### src/rtl/busdispatch_pkg.sv
// Shared types and constants for the timed wishbone request router.
package busdispatch_pkg;

  // Router FSM: waiting for a request, waiting on a slave, returning the response.
  typedef enum logic [1:0] {
    ST_IDLE   = 2'd0,
    ST_ACTIVE = 2'd1,
    ST_RESP   = 2'd2
  } state_t;

  // Default region map, slice i is slave i's region: {slave3, slave2, slave1, slave0}.
  localparam logic [11:0] DEFAULT_SLAVE_MAP = {3'h7, 3'h3, 3'h2, 3'h1};

  // Read value returned for unmapped or timed-out accesses.
  localparam int ERR_RDATA = 0;

  // Width of the ACTIVE-state timeout counter; holds TIMEOUT-1 for TIMEOUT up to 255.
  localparam int TCNT_W = 8;

  // Terminal count of the timeout counter for a given TIMEOUT.
  function automatic logic [TCNT_W-1:0] timeout_last(input int timeout);
    return TCNT_W'(timeout - 1);
  endfunction

endpackage

### src/rtl/wb_region_decode.sv
// Combinational region decoder: priority match of an address region against the
// packed slave map. The lowest matching slave index wins, so duplicate map
// entries are legal and simply shadow the higher slaves.
module wb_region_decode #(
  parameter int                         NSLAVES   = 4,
  parameter int                         SEL_W     = 3,
  parameter int                         IDX_W     = 2,
  parameter logic [NSLAVES*SEL_W-1:0]   SLAVE_MAP = '0
) (
  input  logic [SEL_W-1:0] region,
  output logic             hit,
  output logic [IDX_W-1:0] idx
);

  // Scan from the highest slave down so the lowest matching index is left last.
  always_comb begin
    // NOTE: every output gets a default before the loop, so no path leaves it
    // unassigned and no latch is inferred.
    hit = 1'b0;
    idx = '0;
    for (int i = NSLAVES - 1; i >= 0; i--) begin
      if (SLAVE_MAP[i*SEL_W +: SEL_W] == region) begin
        hit = 1'b1;
        idx = IDX_W'(i);
      end
    end
  end

endmodule

### src/rtl/busdispatch_timed.sv
// Timed wishbone request router: one requester, NSLAVES peripherals chosen by
// the upper address bits. Unmapped accesses and slaves that fail to ack within
// TIMEOUT cycles are completed here with zero read data and err_o, so a missing
// or hung peripheral can never stall the requester.
module busdispatch_timed
  import busdispatch_pkg::*;
#(
  parameter int                       NSLAVES   = 4,
  parameter int                       ADDR_W    = 7,
  parameter int                       SEL_W     = 3,
  parameter int                       DATA_W    = 32,
  parameter logic [NSLAVES*SEL_W-1:0] SLAVE_MAP = DEFAULT_SLAVE_MAP,
  parameter int                       TIMEOUT   = 15
) (
  input  logic                      clk,
  input  logic                      rst,
  // requester side
  input  logic                      wb_stb_i,
  input  logic                      wb_cyc_i,
  input  logic                      wb_we_i,
  input  logic [ADDR_W-1:0]         wb_adr_i,
  input  logic [DATA_W-1:0]         wb_dat_i,
  output logic [DATA_W-1:0]         wb_dat_o,
  output logic                      wb_ack_o,
  output logic                      err_o,
  // slave side
  output logic [NSLAVES-1:0]        s_wb_stb_o,
  output logic                      s_wb_cyc_o,
  output logic                      s_wb_we_o,
  output logic [ADDR_W-SEL_W-1:0]   s_wb_adr_o,
  output logic [DATA_W-1:0]         s_wb_dat_o,
  input  logic [NSLAVES*DATA_W-1:0] s_wb_dat_i,
  input  logic [NSLAVES-1:0]        s_wb_ack_i,
  // error bookkeeping
  output logic [15:0]               err_cnt_o,
  output logic [ADDR_W-1:0]         err_adr_o
);

  localparam int IDX_W = (NSLAVES > 1) ? $clog2(NSLAVES) : 1;
  localparam int LOW_W = ADDR_W - SEL_W;
  localparam logic [TCNT_W-1:0] TCNT_LAST = timeout_last(TIMEOUT);
  localparam logic [15:0] ERR_CNT_MAX = 16'hFFFF;

  // Reject parameter sets the datapath cannot represent.
  if (NSLAVES < 1 || NSLAVES > 8) begin : g_bad_nslaves
    $error("busdispatch_timed: NSLAVES must be 1..8");
  end
  if (TIMEOUT < 1 || TIMEOUT > 255) begin : g_bad_timeout
    $error("busdispatch_timed: TIMEOUT must be 1..255");
  end
  if (SEL_W < 1 || SEL_W >= ADDR_W) begin : g_bad_sel_w
    $error("busdispatch_timed: SEL_W must be 1..ADDR_W-1");
  end

  state_t              state;
  logic [IDX_W-1:0]    sel;
  logic [TCNT_W-1:0]   tcnt;
  logic [15:0]         err_cnt_q;

  logic [SEL_W-1:0]    region;
  logic                dec_hit;
  logic [IDX_W-1:0]    dec_idx;
  logic                sel_ack;
  logic [DATA_W-1:0]   sel_dat;
  logic                req;

  assign region  = wb_adr_i[ADDR_W-1 -: SEL_W];
  assign req     = wb_stb_i & wb_cyc_i;
  assign sel_ack = s_wb_ack_i[sel];
  assign sel_dat = s_wb_dat_i[sel*DATA_W +: DATA_W];

  wb_region_decode #(
    .NSLAVES   (NSLAVES),
    .SEL_W     (SEL_W),
    .IDX_W     (IDX_W),
    .SLAVE_MAP (SLAVE_MAP)
  ) u_decode (
    .region (region),
    .hit    (dec_hit),
    .idx    (dec_idx)
  );

  // Cycle, direction, low address and write data go to every slave unchanged;
  // only the strobe is steered.
  assign s_wb_cyc_o = wb_cyc_i;
  assign s_wb_we_o  = wb_we_i;
  assign s_wb_adr_o = wb_adr_i[LOW_W-1:0];
  assign s_wb_dat_o = wb_dat_i;
  assign err_cnt_o  = err_cnt_q;

  // Steer the requester strobe to the latched slave while a transfer is active;
  // gating by wb_stb_i drops it immediately when the requester withdraws.
  always_comb begin
    s_wb_stb_o = '0;
    if (state == ST_ACTIVE) begin
      s_wb_stb_o[sel] = wb_stb_i;
    end
  end

  // Router FSM with registered ack/err/data and error bookkeeping.
  always_ff @(posedge clk) begin
    // NOTE: all state is updated with non-blocking assignments so every
    // register samples the pre-edge values regardless of statement order.
    if (rst) begin
      state     <= ST_IDLE;
      sel       <= '0;
      tcnt      <= '0;
      wb_ack_o  <= 1'b0;
      err_o     <= 1'b0;
      wb_dat_o  <= '0;
      err_cnt_q <= '0;
      err_adr_o <= '0;
    end else begin
      // ack and err are single-cycle pulses unless a branch below raises them
      wb_ack_o <= 1'b0;
      err_o    <= 1'b0;
      case (state)
        ST_IDLE: begin
          if (req) begin
            if (dec_hit) begin
              sel   <= dec_idx;
              tcnt  <= '0;
              state <= ST_ACTIVE;
            end else begin
              err_adr_o <= wb_adr_i;
              wb_dat_o  <= DATA_W'(ERR_RDATA);
              wb_ack_o  <= 1'b1;
              err_o     <= 1'b1;
              state     <= ST_RESP;
            end
          end
        end

        ST_ACTIVE: begin
          if (!wb_cyc_i) begin
            // requester abandoned the cycle: no response, no error count
            state <= ST_IDLE;
          end else if (sel_ack) begin
            // an ack on the final allowed cycle still beats the timeout
            wb_dat_o <= sel_dat;
            wb_ack_o <= 1'b1;
            state    <= ST_RESP;
          end else if (tcnt == TCNT_LAST) begin
            err_adr_o <= wb_adr_i;
            wb_dat_o  <= DATA_W'(ERR_RDATA);
            wb_ack_o  <= 1'b1;
            err_o     <= 1'b1;
            state     <= ST_RESP;
          end else begin
            tcnt <= tcnt + 1'b1;
          end
        end

        ST_RESP: begin
          if (err_o && err_cnt_q != ERR_CNT_MAX) begin
            err_cnt_q <= err_cnt_q + 16'd1;
          end
          state <= ST_IDLE;
        end

        default: state <= ST_IDLE;
      endcase
    end
  end

endmodule

### config.mk
export PLATFORM = sky130hd
export DESIGN_NAME = busdispatch_timed
export DESIGN_NICKNAME = d
export VERILOG_FILES = /design/src/rtl/busdispatch_pkg.sv /design/src/rtl/wb_region_decode.sv /design/src/rtl/busdispatch_timed.sv
export SDC_FILE = /design/constraint.sdc
export NUM_CORES = 1
export LEC_CHECK = 0
export CORE_MARGIN = 4
export CORE_UTILIZATION = 33
export CTS_CLUSTER_DIAMETER = 100
export CTS_CLUSTER_SIZE = 40
export DETAILED_ROUTE_END_ITERATION = 6
export GPL_TIMING_DRIVEN = 1
export HOLD_SLACK_MARGIN = 0.15
export PLACE_DENSITY = 0.76
export SKIP_LAST_GASP = 1
export SLEW_MARGIN = 20
export SYNTH_ARGS = -nofsm -noshare
export SYNTH_HDL_FRONTEND = slang
export SYNTH_SLANG_ARGS = --single-unit
### constraint.sdc
create_clock -name clk -period 1.9 [get_ports clk]
set_input_delay 0.285 -clock clk [delete_from_list [all_inputs] [get_ports clk]]
set_output_delay 0.285 -clock clk [all_outputs]
set_load 0.03 [all_outputs]
Yosys cells after proc, flatten, opt, wreduce, memory -nomap -nowiden
Cells that the tools add are included.

Logic and storage cells: 88. Output and inout bits: 99. Flip-flop bits (word level): 69.

Add/sub/neg operators: 2. Reductions and logical operators: 10. Order comparisons: 2. Bitwise operators: 2. Muxes and demuxes: 46. Equal/unequal tests: 17. Shift-type cells: 1.

Operators by type and width (number): $mux W32 (5); $shiftx A128 B8 Y32 (1); $pmux W32 S2 (1); $mux W8 (5); $mux W7 (5); $mux W2 (9); $add A16 B1 Y16 const B (1); $ne A16 B16 Y1 const B (1); $pmux W8 S2 (1); $pmux W7 S2 (1); $mux W1 (13); $ne A2 B2 Y1 const B (6); $reduce_and A6 Y1 (2); $add A8 B1 Y8 const B (1); $eq A8 B4 Y1 const B (1); $eq A2 B3 Y1 const A (2); $reduce_and A5 Y1 (1); $and A4 B4 Y4 (1); $mux W4 (1); $ne A4 B3 Y1 const B (1); $pmux W1 S2 (2); $pmux W2 S2 (1); $reduce_and A2 Y1 (2); $eq A1 B3 Y1 const A (1); other kinds (14) (15).

Longest topological paths before layout
Gate-level depths: netlist (run 1).

Depth in word-level cells: 8. Gate-level depth with buffers: 8.

Modules after synthesis
From an unflattened synthesis (run 1), not the netlist that was laid out.

Cells, all modules: 428. Area, all modules: 4042.6 um^2.

Modules (own cells, without submodules): busdispatch_timed (instances 1, cells an instance 423, area each 4010.1 um^2); wb_region_decode (instances 1, cells an instance 5, area each 32.5 um^2).

Least setup slack after synthesis (run 1)
OpenSTA, ideal clock, no wires.

Kind: reg2out. From: register sel[0]. To: output s_wb_stb_o[1]. Required time: 1.615 ns. Arrival: 1.953 ns. Path slack: -0.338 ns. Cell stages (with the launch flop): 5. Path through: dfxtp_1 -> buf_6 -> buf_1 -> inv_1 -> nor4_1.

Word-level cells in the longest chain between the ends: 6.

RTL lines: start, declared (RTL line busdispatch_timed.sv:56) `logic [IDX_W-1:0] sel;`; start signal, assigned (RTL line busdispatch_timed.sv:121) `sel <= dec_idx;`; $lt A2 B3 Y1 (implied by the code) or $ge A2 B1 Y1 (tied branches) (RTL line busdispatch_timed.sv:96) `s_wb_stb_o[sel] = wb_stb_i;`; $logic_and A1 B1 Y1 (implied by the code) (RTL line busdispatch_timed.sv:96); $mux W1 (implied by the code) (RTL line busdispatch_timed.sv:96); $demux W1 S2 * (RTL line busdispatch_timed.sv:96); $and A4 B4 Y4 (no source line) *; $mux W4 * (RTL line busdispatch_timed.sv:95) `if (state == ST_ACTIVE) begin`; end, declared (RTL line busdispatch_timed.sv:27) `output logic [NSLAVES-1:0] s_wb_stb_o,`.

Every way passes the cells marked *; elsewhere a longest branch is shown, timed or not.

Worst setup path in the final report (run 1)
From: input s_wb_ack_i[3]. To: register tcnt[1].

Word-level cells in the longest chain between the ends: 4.

RTL lines: start, declared (RTL line busdispatch_timed.sv:33) `input logic [NSLAVES-1:0] s_wb_ack_i,`; $bmux W1 S2 (RTL line busdispatch_timed.sv:69) `assign sel_ack = s_wb_ack_i[sel];`; $mux W1 (implied by the code) (RTL line busdispatch_timed.sv:69); $ne A2 B2 Y1 (no source line); $reduce_and A6 Y1 (no source line); end signal, assigned (RTL line busdispatch_timed.sv:150) `tcnt <= tcnt + 1'b1;`; end, declared (RTL line busdispatch_timed.sv:57) `logic [TCNT_W-1:0] tcnt;`.

No other way between the ends. The select of a mux whose other input is x is not followed. A chain may end at the register's enable or synchronous reset.

==> results of run 1 <==
-- area by class of cell --
class | count | area [um^2] | area share
Inverter | 7 | 26.3 | 0.00377
Clock buffer | 10 | 239 | 0.0343
Clock inverter | 6 | 93.8 | 0.0135
Tap cell | 172 | 215 | 0.0309
Multi-Input combinational cell | 290 | 2470 | 0.354
Sequential cell | 69 | 1400 | 0.200
Timing Repair Buffer | 248 | 2530 | 0.363
-- Yosys cell counts (5+ instances only) --
cell type / count
nand2_1: 89
o41ai_1: 5
clkbuf_1: 17
nand3_1: 12
inv_1: 6
or4_1: 10
a21o_1: 6
a21oi_1: 14
mux2i_1: 40
mux4_2: 30
nor2_1: 9
buf_4: 39
nor3_1: 8
o31ai_1: 9
dfxtp_1: 69
-- power by group --
part	switching, mW	leakage (nW)	internal [mW]
clock	0.671	0.160	1.20
sequential	0.00825	0.561	1.46
combinational	0.240	1.95	0.481
total	0.919	2.67	3.13
-- registers in the layout (all words and copies together), names as in the netlist --
register,flops
err_adr_o,7
err_cnt_o,16
err_o,1
sel,2
state,2
tcnt,8
wb_ack_o,1
wb_dat_o,32
-- critical path, stage by stage --
cell	delay, ns
clkdlybuf4s50_1	0.42
mux4_2	0.52
buf_4	0.17
a211o_1	0.33
o211a_4	0.19
a32o_1	0.21
-- kinds of logic after synthesis --
group,synth area share
AOI/OAI and AO/OA,0.0928
adders and majority gates,0.0112
buffers and inverters,0.108
DFF,0.326
muxes,0.278
and+or+nand+nor,0.184
-- worst min-delay path by stage --
| stage | to | slack (ns) | cells after the start |
|---|---|---|---|
| 5_1_grt | wb_dat_o[8]$_SDFFE_PP0P_ | 0.47 | 2 |
| 3_3_place_gp | wb_dat_o[29]$_SDFFE_PP0P_ | 0.44 | 2 |
| 4_1_cts | wb_dat_o[12]$_SDFFE_PP0P_ | 0.46 | 2 |
| 3_5_place_dp | wb_dat_o[12]$_SDFFE_PP0P_ | 0.45 | 2 |
| 6_report | wb_dat_o[11]$_SDFFE_PP0P_ | 0.46 | 2 |
| 2_1_floorplan | err_adr_o[0]$_SDFFE_PP0P_ | 0.42 | 2 |
-- layer usage --
metal  track usage  up-vias  share of wire
met2         0.329      174           0.55
met3        0.0517       23          0.070
met1         0.185     1954           0.36
li1              -     1950              -
met4        0.0679        0          0.020
met5             0        -              0
-- timing repair --
item / 4_1_cts / 5_1_grt
endpoints found under the setup margin: 6 / 49
buffers inserted: 4 / 2
resized for setup: 1 / 16
pin swaps: 1 / 3
cloned: 1 / 3
-- per-stage QoR --
step                      instances  hold WS (ns)
after global routing            802         0.475
after floorplan                 432         0.424
after global placement          776         0.445
after CTS                       797         0.462
after detailed placement        776         0.453
final                           802         0.458
==> impl_metrics.toml, run 1 <==
[cells_and_area]
mostFrequentLayoutCells = "204 x clkdlybuf4s50_1, 89 x nand2_1, 61 x dfxtp_1, 40 x mux2i_1, 31 x buf_4"
area_growth_pct = 64.6
nNetsFinal = 804
stdcell_area_um2 = 6970
fillers = 1111
layout_commonest_cell = "clkdlybuf4s50_1"
drive_above_1_share = 0.192
fin_util = 0.555
n_antenna_cell = 0

[worst_setup_path]
worstPathArrival_ns = 2.13
endpoint = "tcnt[1]$_SDFFE_PP0P_"
worstSetupPathType = "input port to register"
start_kind = "input port"
r2r-start = "sel[0]$_SDFFE_PP0P_"
reg2regPathDepth = 5
regToRegSetupSlack_ns = 0
crit_path_end_kind = "register"
r2r-end = "tcnt[1]$_SDFFE_PP0P_"
path_max_fanout = 7
crit_path_start = "s_wb_ack_i[3]"
crit_required_ns = 2.12

[status]
violations = "negative setup slack"
status = "finished, violations left"

[synth]
yosysSeqAreaShare = 0.326
synth-edff-count = 0
ys_warn_count = 0
synth_top_area_cell = "dfxtp_1"
ys_async_sr_fraction = 0
synth_cell_type_count = 53
netlist_area_um2 = 4230
synthFlopType = "dfxtp_1"
synth_area_leaders = "dfxtp_1 33%, mux4_2 16%, mux2i_1 9.5%"
synth_top_cell_area_share = 0.326
syn-instance-count = 432
yosys_register_bits = 69
postSynthNetCount = 611
avgSynthCellArea_um2 = 9.80

[grt]
grt_max_degree = 37
antenna_found_initial = 0
grt_use_total = 0.176
grt_pass1_vias = 4227
grt_first_pass_wirelength_um = 20600
overflow = 0

[floorplanning]
rows = 41
fp.dieH_um = 121
die-area_um2 = 14700
core_um2 = 12600
initial_core_util = 0.337
die_w_um = 121
ios = 275

[sta]
drv_slew = 0
final.setup.worst_slack_ns = -0.00766
timing.final.crit_share = 1.00
fin_setup_tns_ns = -0.00766
hold_viol_final = 0
skew_ns = 0.00670
max_slew_margin = 0.621
rsz0062_at_grt = "true"
tightest_slew_ns = 0.569
setup-violations-final = 1
max_freq_mhz = 524
fin_crit_ns = 1.91

[pwr]
power_density_nw_per_um2 = 582
p_leak_nw = 2.67
vdd_drop_max_v = 0.000413
power.total_mw = 4.05

[cts]
worstSkewPairLatency_ns = 0.33
cts.path.max_buffers = 2
cts_root_buf = "clkbuf_16"
clkSinkCount = 69
tritoncts = "built"
cts_made_buffers = 9
clk_pin_slew_ns = 0.06
htreeDepth = 3
cts_hold_buf = 0

[route]
wl_um = 13600
drc = 0
vias_per_cell = 5.11
avgRoutedWirePerCell_um = 17.0
firstDrtPassIters = 4
vias = 4101
drtIter0Drc = 340
detail-route-antenna-nets = 0

[place]
pre_cts_slack_ns = -0.329
place_area_um2 = 6410
gp_congestion = 0.846
dp_hpwl_um = 10600
io_buffers = 208

[job]
maxCapViolations = 0

[hold_path]
min_path_type = "register to register"
worstHoldStart = "wb_dat_o[11]$_SDFFE_PP0P_"
(Power assumes the default switching activity.)
==> run 2: changes to the inputs <==
--- a/config.mk
+++ b/config.mk
@@ -12,9 +12,10 @@
 export DETAILED_ROUTE_END_ITERATION = 6
 export GPL_TIMING_DRIVEN = 1
 export HOLD_SLACK_MARGIN = 0.15
-export PLACE_DENSITY = 0.76
+export PLACE_DENSITY = 0.79
 export SKIP_LAST_GASP = 1
 export SLEW_MARGIN = 20
 export SYNTH_ARGS = -nofsm -noshare
 export SYNTH_HDL_FRONTEND = slang
+export SYNTH_HIERARCHICAL = 1
 export SYNTH_SLANG_ARGS = --single-unit
==> run 2 against run 1 <==
The flow still finishes with violations (negative setup slack). Maximum frequency down 1.2%. Cell count down 5.6%. Combinational power down 12%. Via count down 3.6%. Design area down 7.1%. Area after synthesis down 4.5%. Total power down 6.0%. Critical path type is now register to register. Die area down 4.2%. Register-to-register slack worse by 0.03 ns. Critical path depth up 1. Routed wire length up 3.8%. Sequential share of layout area up 1.3 points.
==> impl_metrics.toml, run 2 <==
[status]
status = "finished, violations left"
violations = "negative setup slack"

[cells_and_area]
largest_reg_flops = 32
layout_commonest_cell = "clkdlybuf4s50_1"
regMostFlops = "wb_dat_o"
area_growth_pct = 60.2
n_antenna_cell = 0
drive_above_1_share = 0.144
nNetsFinal = 784
mostFrequentLayoutCells = "203 x clkdlybuf4s50_1, 67 x dfxtp_1, 40 x nand3_1, 35 x nor2_1"

[route]
drc = 0
wl_um = 14100
drtIter0Drc = 197
detail-route-antenna-nets = 0
avgRoutedWirePerCell_um = 18.6
vias_per_cell = 5.22
firstDrtPassIters = 4
vias = 3952

[pwr]
pwr-share-seq = 0.386
power.total_mw = 3.81
swShare = 0.231
combPwrFrac = 0.166
vdd_drop_max_v = 0.000496
p_sw_uw = 879
p_leak_nw = 2.25
pwr-share-clk = 0.448
intPower_mw = 2.93
power_density_nw_per_um2 = 588

[worst_setup_path]
crit_path_end_kind = "register"
worstPathArrival_ns = 2.15
path_depth = 7
slowest_delay_ns = 0.58
critPathTopFamily = "multiplexers"
start_kind = "register"
crit_required_ns = 2.12
crit_chain = "mux4_2, a311oi_2, buf_4, nor2_4, clkbuf_16, nand3_1, o21ai_1"
worstSetupPathType = "register to register"
regToRegSetupSlack_ns = -0.03
cp.buffers_inverters = 2
reg2regPathDepth = 7
crit_slowest_cell = "mux4_2"
path_max_fanout = 26

[synth]
synth_area_leaders = "dfxtp_1 34%, mux4_2 18%, buf_4 7.1%"
netlist_area_um2 = 4040
avgSynthCellArea_um2 = 9.45
synthSimpleGateAreaFrac = 0.224
muxShareOfSynthArea = 0.206
synth-edff-count = 0
yosysSeqAreaShare = 0.342
synth_compound_area_frac = 0.0898
synth_xor_area_frac = 0.0260
synthAdderAreaFrac = 0.00929
syn-instance-count = 428
synth_top_family_by_area = "simple AND/OR/NAND/NOR gates"
synth_top_cell_area_share = 0.342
synth_common_cells = "69 x dfxtp_1, 40 x nand3_1, 38 x buf_4, 36 x nor2_1"
synth_cell_type_count = 42
yosysMostFrequentCell = "dfxtp_1"
postSynthNetCount = 607
ys_warn_count = 6
ys_async_sr_fraction = 0
yosys_register_bits = 69
synthFlopType = "dfxtp_1"
synth_top_area_cell = "dfxtp_1"

[sta]
drv_slew = 0
final.setup.worst_slack_ns = -0.0307
fin_setup_tns_ns = -0.299
skew_ns = 0.00769
tightest_slew_ns = 0.395
fin_crit_ns = 1.93
rsz0062_at_grt = "true"
setup-violations-final = 20
timing.final.crit_share = 1.02
max_slew_margin = 0.737
hold_viol_final = 0
max_freq_mhz = 518

[floorplanning]
die-area_um2 = 14100
fp.dieH_um = 119
die_w_um = 119
ios = 275
rows = 40
initial_core_util = 0.337
core_um2 = 12000

[cts]
worstSkewPairLatency_ns = 0.33
cts_root_buf = "clkbuf_16"
clkSinkCount = 69
tritoncts = "built"
cts_hold_buf = 0
cts.path.max_buffers = 2
htreeDepth = 3
cts_made_buffers = 9
clk_pin_slew_ns = 0.06

[grt]
grt_max_degree = 53
grt_use_total = 0.197
overflow = 0
grt_first_pass_wirelength_um = 22300
antenna_found_initial = 0
grt_pass1_vias = 4156

[hold_path]
min_path_cells = 2
min_path_type = "register to register"

[job]
maxCapViolations = 0

[place]
dp_hpwl_um = 10600
io_buffers = 208
gp_congestion = 0.822
run 2: cell types whose count changed in the layout (fill, tap and decap cells not counted), sizes merged, moves of 5 or more:
cell,before,now
a21o,6,1
and3,0,6
inv,9,4
nand3,12,40
or4,10,1
xnor2,0,8
o41ai,6,0
mux2i,40,9
nand2,89,9
nand2b,1,33
buf,41,27
o31ai,9,1
o21ai,4,41
nor2,9,36
run 2: tightest hold or removal path, cell delays in order (launching register included):
cell and delay (ns):
dfxtp_1 0.31, nand2b_1 0.06, o21ai_1 0.05
run 2: routing by layer:
metal  global-route usage  part of all wire
met1                0.222              0.40
met2                0.348              0.51
met3               0.0684             0.079
met4               0.0594             0.017
met5                    0                 0
run 2: power by group through the flow:
stage                     combinational [mW]  sequential, mW  clock (mW)
after floorplan                        0.345            1.52           0
after global placement                 0.606            1.50           0
after detailed placement               0.616            1.50           0
after CTS                              0.624            1.47        1.76
after global routing                   0.671            1.47        1.83
final                                  0.631            1.47        1.71
run 2: cell type report:
class / instances / area, um^2
flip-flops and latches: 69 / 1380
clock buffers: 11 / 243
fillers: 1074 / 5530
repair buffers: 231 / 2300
inverters: 3 / 11.3
clock inverters: 5 / 58.8
well taps: 147 / 184
multi-input cells: 291 / 2300
run 2: per-stage QoR:
step | instance area (um^2) | util | std cells | hold slack, ns | setup slack (ns)
6_report | 6480 | 0.539 | 757 | 0.464 | -0.0307
3_5_place_dp | 6090 | 0.507 | 738 | 0.458 | -0.379
2_1_floorplan | 4060 | - | 428 | 0.429 | -0.0490
3_3_place_gp | 6090 | 0.507 | 738 | 0.452 | -0.312
4_1_cts | 6430 | 0.535 | 755 | 0.467 | -0.0582
5_1_grt | 6480 | 0.539 | 757 | 0.488 | -0.127
run 2: kinds of logic (layout without fill, tap and decap cells):
group	after synthesis	after routing
multiplexers	42	42
AND/OR/NAND/NOR	168	168
AO/OA/AOI/OAI	65	66
adder cells (fa/ha/maj)	3	3
flip-flops	69	69
buffers and inverters	69	250
XOR/XNOR	12	12
run 2: what timing repair did:
action                     4_1_cts  5_1_grt
gates cloned                     1        1
resized for setup                9       12
pin swaps                        8        7
setup endpoints to repair       10       48
buffers inserted                 0        1
run 2: worst paths after layout:
kind,from,endpoint
setup / recovery,sel[0]$_SDFFE_PP0P_,wb_dat_o[10]$_SDFFE_PP0P_
hold / removal,wb_dat_o[1]$_SDFFE_PP0P_,wb_dat_o[1]$_SDFFE_PP0P_
setup reg to reg,sel[0]$_SDFFE_PP0P_,wb_dat_o[10]$_SDFFE_PP0P_
hold reg to reg,wb_dat_o[1]$_SDFFE_PP0P_,wb_dat_o[1]$_SDFFE_PP0P_
